$ cat src/rtl/fft16_pkg.sv
// ============================================================================
// Module   : fft16_pkg
// Purpose  : Shared sizes, FSM state encoding and index helper for the
//            fft16 streaming adapter.
// Revision : 1.0  initial release
// ============================================================================
`default_nettype none

package fft16_pkg;

  localparam int N      = 16;
  localparam int DATA_W = 12;
  localparam int GAIN_W = 4;
  localparam int OUT_W  = DATA_W + GAIN_W;
  localparam int IDX_W  = $clog2(N);

  typedef enum logic [2:0] {
    IDLE  = 3'd0,
    FILL  = 3'd1,
    START = 3'd2,
    WAIT  = 3'd3,
    DRAIN = 3'd4
  } state_e;

  function automatic logic is_last_idx(input logic [IDX_W-1:0] idx);
    return idx == IDX_W'(N - 1);
  endfunction

endpackage

`default_nettype wire

$ cat src/rtl/fft16_frame_buf.sv
// ============================================================================
// Module   : fft16_frame_buf
// Purpose  : N-entry signed complex register file with indexed write and a
//            whole-frame parallel load; every entry is visible on the outputs.
// Revision : 1.0  initial release
// ============================================================================
`default_nettype none

module fft16_frame_buf
  import fft16_pkg::*;
#(
  parameter int W = DATA_W
) (
  input  logic                clk,
  input  logic                rst,
  input  logic                wr_en_i,
  input  logic [IDX_W-1:0]    wr_idx_i,
  input  logic signed [W-1:0] wr_re_i,
  input  logic signed [W-1:0] wr_im_i,
  input  logic                ld_en_i,
  input  logic signed [W-1:0] ld_re_i [N],
  input  logic signed [W-1:0] ld_im_i [N],
  output logic signed [W-1:0] q_re_o  [N],
  output logic signed [W-1:0] q_im_o  [N]
);

  logic signed [W-1:0] re_q [N];
  logic signed [W-1:0] im_q [N];

  // A parallel load wins over an indexed write in the same cycle.
  always_ff @(posedge clk or posedge rst) begin
    if (rst) begin
      for (int i = 0; i < N; i++) begin
        re_q[i] <= '0;
        im_q[i] <= '0;
      end
    end else if (ld_en_i) begin
      for (int i = 0; i < N; i++) begin
        re_q[i] <= ld_re_i[i];
        im_q[i] <= ld_im_i[i];
      end
    end else if (wr_en_i) begin
      re_q[wr_idx_i] <= wr_re_i;
      im_q[wr_idx_i] <= wr_im_i;
    end
  end

  assign q_re_o = re_q;
  assign q_im_o = im_q;

endmodule

`default_nettype wire

$ cat src/rtl/fft16_stream_adapter.sv
// ============================================================================
// Module   : fft16_stream_adapter
// Purpose  : Collects N streamed samples into a frame, launches one FFT/IFFT
//            run on the core and replays the captured result as N beats.
// Revision : 1.0  initial release
// ============================================================================
`default_nettype none

module fft16_stream_adapter
  import fft16_pkg::*;
#(
  parameter int TIMEOUT = 255
) (
  input  logic                     clk,
  input  logic                     rst,
  input  logic                     s_valid,
  output logic                     s_ready,
  input  logic signed [DATA_W-1:0] s_real,
  input  logic signed [DATA_W-1:0] s_imag,
  input  logic                     s_last,
  input  logic                     s_mode,
  output logic                     fft_start,
  output logic                     fft_mode,
  output logic signed [DATA_W-1:0] fft_real_in  [N],
  output logic signed [DATA_W-1:0] fft_imag_in  [N],
  input  logic signed [OUT_W-1:0]  fft_real_out [N],
  input  logic signed [OUT_W-1:0]  fft_imag_out [N],
  input  logic                     fft_done,
  output logic                     m_valid,
  input  logic                     m_ready,
  output logic signed [OUT_W-1:0]  m_real,
  output logic signed [OUT_W-1:0]  m_imag,
  output logic [IDX_W-1:0]         m_index,
  output logic                     m_last,
  output logic                     frame_err
);

  localparam int               CNT_W   = $clog2(TIMEOUT + 1);
  localparam logic [CNT_W-1:0] TO_LAST = CNT_W'(TIMEOUT - 1);

  state_e                  state_q;
  logic [IDX_W-1:0]        wr_idx_q;
  logic [IDX_W-1:0]        rd_idx_q;
  logic [IDX_W-1:0]        rd_idx_d;
  logic [CNT_W-1:0]        to_cnt_q;
  logic                    done_q;
  logic                    s_ready_q;
  logic                    fft_start_q;
  logic                    fft_mode_q;
  logic                    m_valid_q;
  logic signed [OUT_W-1:0] m_real_q;
  logic signed [OUT_W-1:0] m_imag_q;
  logic [IDX_W-1:0]        m_index_q;
  logic                    m_last_q;
  logic                    frame_err_q;

  logic                     accept;
  logic                     done_rise;
  logic                     capture;
  logic signed [DATA_W-1:0] no_load   [N];
  logic signed [OUT_W-1:0]  obuf_re   [N];
  logic signed [OUT_W-1:0]  obuf_im   [N];

  assign accept    = (state_q == FILL) && s_valid && s_ready_q;
  assign done_rise = fft_done && !done_q;
  assign capture   = (state_q == WAIT) && done_rise;
  assign rd_idx_d  = rd_idx_q + IDX_W'(1);

  always_comb begin
    for (int i = 0; i < N; i++) no_load[i] = '0;
  end

  fft16_frame_buf #(.W(DATA_W)) u_in_buf (
    .clk      (clk),
    .rst      (rst),
    .wr_en_i  (accept),
    .wr_idx_i (wr_idx_q),
    .wr_re_i  (s_real),
    .wr_im_i  (s_imag),
    .ld_en_i  (1'b0),
    .ld_re_i  (no_load),
    .ld_im_i  (no_load),
    .q_re_o   (fft_real_in),
    .q_im_o   (fft_imag_in)
  );

  fft16_frame_buf #(.W(OUT_W)) u_out_buf (
    .clk      (clk),
    .rst      (rst),
    .wr_en_i  (1'b0),
    .wr_idx_i ('0),
    .wr_re_i  ('0),
    .wr_im_i  ('0),
    .ld_en_i  (capture),
    .ld_re_i  (fft_real_out),
    .ld_im_i  (fft_imag_out),
    .q_re_o   (obuf_re),
    .q_im_o   (obuf_im)
  );

  always_ff @(posedge clk or posedge rst) begin
    if (rst) begin
      state_q     <= IDLE;
      wr_idx_q    <= '0;
      rd_idx_q    <= '0;
      to_cnt_q    <= '0;
      done_q      <= 1'b0;
      s_ready_q   <= 1'b0;
      fft_start_q <= 1'b0;
      fft_mode_q  <= 1'b0;
      m_valid_q   <= 1'b0;
      m_real_q    <= '0;
      m_imag_q    <= '0;
      m_index_q   <= '0;
      m_last_q    <= 1'b0;
      frame_err_q <= 1'b0;
    end else begin
      done_q      <= fft_done;
      fft_start_q <= 1'b0;
      frame_err_q <= 1'b0;
      case (state_q)
        IDLE: begin
          state_q   <= FILL;
          s_ready_q <= 1'b1;
          wr_idx_q  <= '0;
        end
        FILL: begin
          if (accept) begin
            if (wr_idx_q == '0) fft_mode_q <= s_mode;
            if (is_last_idx(wr_idx_q)) begin
              state_q     <= START;
              s_ready_q   <= 1'b0;
              fft_start_q <= 1'b1;
              wr_idx_q    <= '0;
              frame_err_q <= !s_last;
            end else if (s_last) begin
              frame_err_q <= 1'b1;
              wr_idx_q    <= '0;
            end else begin
              wr_idx_q <= wr_idx_q + IDX_W'(1);
            end
          end
        end
        START: begin
          // The START cycle itself counts toward the timeout budget.
          state_q  <= WAIT;
          to_cnt_q <= CNT_W'(1);
        end
        WAIT: begin
          if (done_rise) begin
            state_q  <= DRAIN;
            rd_idx_q <= '0;
          end else if (to_cnt_q == TO_LAST) begin
            frame_err_q <= 1'b1;
            state_q     <= FILL;
            s_ready_q   <= 1'b1;
            wr_idx_q    <= '0;
          end else begin
            to_cnt_q <= to_cnt_q + CNT_W'(1);
          end
        end
        DRAIN: begin
          if (!m_valid_q) begin
            m_valid_q <= 1'b1;
            m_real_q  <= obuf_re[rd_idx_q];
            m_imag_q  <= obuf_im[rd_idx_q];
            m_index_q <= rd_idx_q;
            m_last_q  <= is_last_idx(rd_idx_q);
          end else if (m_ready) begin
            if (is_last_idx(rd_idx_q)) begin
              m_valid_q <= 1'b0;
              m_last_q  <= 1'b0;
              state_q   <= FILL;
              s_ready_q <= 1'b1;
              wr_idx_q  <= '0;
              rd_idx_q  <= '0;
            end else begin
              rd_idx_q  <= rd_idx_d;
              m_real_q  <= obuf_re[rd_idx_d];
              m_imag_q  <= obuf_im[rd_idx_d];
              m_index_q <= rd_idx_d;
              m_last_q  <= is_last_idx(rd_idx_d);
            end
          end
        end
        default: state_q <= IDLE;
      endcase
    end
  end

  assign s_ready   = s_ready_q;
  assign fft_start = fft_start_q;
  assign fft_mode  = fft_mode_q;
  assign m_valid   = m_valid_q;
  assign m_real    = m_real_q;
  assign m_imag    = m_imag_q;
  assign m_index   = m_index_q;
  assign m_last    = m_last_q;
  assign frame_err = frame_err_q;

endmodule

`default_nettype wire

$ cat config.mk
export PLATFORM = sky130hd
export DESIGN_NAME = fft16_stream_adapter
export DESIGN_NICKNAME = d
export VERILOG_FILES = /design/src/rtl/fft16_pkg.sv /design/src/rtl/fft16_frame_buf.sv /design/src/rtl/fft16_stream_adapter.sv
export SDC_FILE = /design/constraint.sdc
export NUM_CORES = 2
export LEC_CHECK = 0
export BUFFER_PORTS_ARGS = -buffer_cell sky130_fd_sc_hd__buf_2
export CORE_AREA = 2 2 374 376
export DETAILED_ROUTE_END_ITERATION = 12
export DIE_AREA = 0 0 376 378
export GPL_TIMING_DRIVEN = 0
export PLACE_DENSITY = 0.61
export SETUP_SLACK_MARGIN = 0.05
export SKIP_CTS_REPAIR_TIMING = 1
export SYNTH_ARGS = -nofsm -noshare
export SYNTH_HDL_FRONTEND = slang
export SYNTH_HIERARCHICAL = 1
export SYNTH_SLANG_ARGS = --single-unit
$ cat constraint.sdc
create_clock -name clk -period 38 [get_ports clk]
set_input_delay 7.6 -clock clk [delete_from_list [all_inputs] [get_ports clk]]
set_output_delay 7.6 -clock clk [all_outputs]
set_load 0.05 [all_outputs]
==> metrics <==
status finished, violations left; failing checks capacitance limit, slew limit; layout cell share with drive strength beyond 1 0.209; TritonCTS buffer count 109; area leader, netlist dfrtp_1; Int Pwr 0.00209 W; Core Util, Final 0.500; final setup violation count 0; CTS tree built; Fmax 0.0978 GHz; Synth top area share 0.425; first-pass GRT wire length 468,000 microns; Placeable Area 139,000 sq um; Switch Pwr 0.00122 W; post-synthesis cell count 6,035; Placed Instances 9,252; period utilization 0.269; total gr overflow 0; number of remaining DRC errors 0; main combinational cell family by area after synthesis compound AO/OA/AOI/OAI gates; clock skew 0.0424 ns; top cells by area, synth dfrtp_1 42%, mux4_2 10%, nor2b_1 10%; final non-filler cell total 9,494; initial antenna violation count 64; # IOs 969; complex-gate fraction of the synthesized area 0.278; synthesized flop and latch total 958; Detailed Place HPWL 268,000 microns; post-synthesis simple-gate area fraction 0.115; register-to-register setup slack 32.60 ns; count leader, synth dfrtp_1; Die ar. 142,000 sq um; routed wire length 346,000 microns; RSZ-0062 raised after global routing false; number of flops mapped to enable cells by yosys 0; sequential share of the synthesized area 0.425; yosys warns 6; initial DRC count 9,325; hold path startpoint m_real[2]$_DFFE_PP0P_; Worst R2R End m_imag[2]$_DFFE_PP0P_; Synth Area per Inst 9.35 sq um; Worst Path Arrival 10.90 ns; Mapped Area 56,400 sq um; Sequential Power Share 0.406; Lkg Pwr 28.7 nW; Fin. Hold Viols 0; Post-Synth Adder-Cell Area 0.00133; H-tree depth 3; Clock Sinks 958; Most used DFF post-synth dfrtp_1; worst r2r path cells 13; largest net degree at the start of global routing 123; combinational share of power 0.248; Pwr Density 47.8 nW/um^2; most frequent cells after synthesis 958 x dfrtp_1, 931 x nor2b_1, 911 x a21oi_1, 900 x a31oi_1, 821 x o21ai_0; clk root buf clkbuf_16; Setup CP Type input pin to flop; Final #Nets 8,105; vias in the first global route 57,900; Async SR Flop Fraction 1.00; routability cong. 1.09; crit start category input pin; via/cell ratio 6.49; endpoint of the worst hold path m_real[2]$_DFFE_PP0P_; Rows 137; CP required 38.68 ns; Layout fillers 13,600; Slew Limit Headroom -0.0720; clock transition at the registers of the reported paths 0.06 ns; switching share of power 0.369; Synth cell types 57; maximum VDD drop 0.0000423 V; PortBufs 944; Die X 376 microns; min cycle time layout 10.22 ns; max cap viols 4; clock share of power 0.345; Area growth syn-to-layout 22.8%; Initial Utilization 0.408; clock buffer depth 3; vias 61,600; First-pass DRT Iterations 7; Worst-Skew Late Latency 0.78 ns; setup TNS 0 ns; total track usage 0.473; Max FO, Critical Path 10; Max Slew Vio Count 33; post-synthesis mux area share 0.119; Routed wire per std cell 36.4 microns; Hold Path Cell Cnt 2; Critical Path End Type flop; chip height 378 microns; Critical R2R Launch rd_idx_q[0]$_DFFE_PP0P_; HP Class flop to flop; xor/xnor cell area share of the yosys netlist 0.00171; antenna-violating nets left 0; worst slew pin tran 1.61 ns
## kinds of logic after synthesis
family / after synthesis
AOI/OAI and AO/OA: 2845
xor gates and xnor gates: 11
adders and majority gates: 6
buffers and inverters: 812
DFF: 958
muxes: 348
other: 1
and+or+nand+nor: 1054
## cell usage in the layout, fill, tap and decap left out, drive strengths merged, types with 36 or more instances in the layout
| cell type | n |
|---|---|
| mux2i | 76 |
| a31oi | 900 |
| diode | 36 |
| dfrtp | 958 |
| clkbuf | 685 |
| conb | 459 |
| buf | 1223 |
| a21oi | 912 |
| nor2b | 931 |
| o21ai | 915 |
| mux4 | 259 |
## layout make-up
cell class                      count  area (sq um)  share of cell area
Multi-Input combinational cell   4723         30800               0.444
Sequential cell                   958         24000               0.346
Timing Repair Buffer              952          4940              0.0713
Buffer                            799          3370              0.0486
Clock buffer                      157          3220              0.0464
Tap cell                         1807          2260              0.0326
Clock inverter                     49           611             0.00881
Antenna cell                       36          90.1             0.00130
Inverter                           13          66.3            0.000957
## power by group through the flow
| stage | clock network [W] | registers, W | logic (W) |
|---|---|---|---|
| floorplan | 0 | 0.00141 | 0.000372 |
| global placement | 0 | 0.00135 | 0.000738 |
| detailed placement | 0 | 0.00135 | 0.000748 |
| CTS | 0.00115 | 0.00134 | 0.000750 |
| global route | 0.00118 | 0.00135 | 0.000856 |
| finish | 0.00114 | 0.00135 | 0.000824 |
## per-stage QoR
step	setup slack (ns)	total power [W]	hold slack, ns	instance area [sq um]
2_1_floorplan	16.10	0.00178	0.497	58200
3_3_place_gp	8.58	0.00209	0.480	65200
3_5_place_dp	27.25	0.00210	0.478	65400
4_1_cts	28.06	0.00323	0.494	69200
5_1_grt	27.87	0.00339	0.533	69300
6_report	27.78	0.00332	0.494	69300
## flip-flops by register name, summed over array words and instances, names as in the netlist
name and cells:
u_out_buf/q_im_o 256, u_out_buf/q_re_o 256, u_in_buf/q_im_o 192, u_in_buf/q_re_o 192
m_imag 16, m_real 16, to_cnt_q 8, m_index 4
rd_idx_q 4, wr_idx_q 4, state_q 3, done_q 1
fft_mode 1, fft_start 1, frame_err 1, m_last 1
m_valid 1, s_ready 1
## metal layers
metal / vias to the layer above / routed length, microns / GRT usage
met5: - / 271 / 0
met4: 42 / 32100 / 0.354
met3: 1145 / 42800 / 0.155
met2: 4855 / 146000 / 0.693
met1: 30500 / 125000 / 0.582
li1: 25100 / - / -
## worst max path at each step
stage	from	end	slack, ns	cells after the start
4_1_cts	fft_done	u_out_buf/q_im_o[249]$_DFFE_PP0P_	28.06	8
6_report	fft_done	u_out_buf/q_im_o[249]$_DFFE_PP0P_	27.78	8
2_1_floorplan	rst	u_out_buf/q_im_o[0]$_DFFE_PP0P_	16.10	1
3_3_place_gp	rst	u_out_buf/q_re_o[97]$_DFFE_PP0P_	8.58	2
5_1_grt	fft_done	u_out_buf/q_im_o[253]$_DFFE_PP0P_	27.87	8
3_5_place_dp	fft_done	u_out_buf/q_im_o[253]$_DFFE_PP0P_	27.25	8
## worst max-delay path: stages
cell      delay [ns]
buf_2           0.20
nand2b_1        0.15
nor2_1          0.30
buf_2           0.49
clkbuf_1        0.95
clkbuf_1        0.89
a31oi_1         0.09
a21oi_1         0.22
No activity file was read; power rests on OpenSTA's default activity.
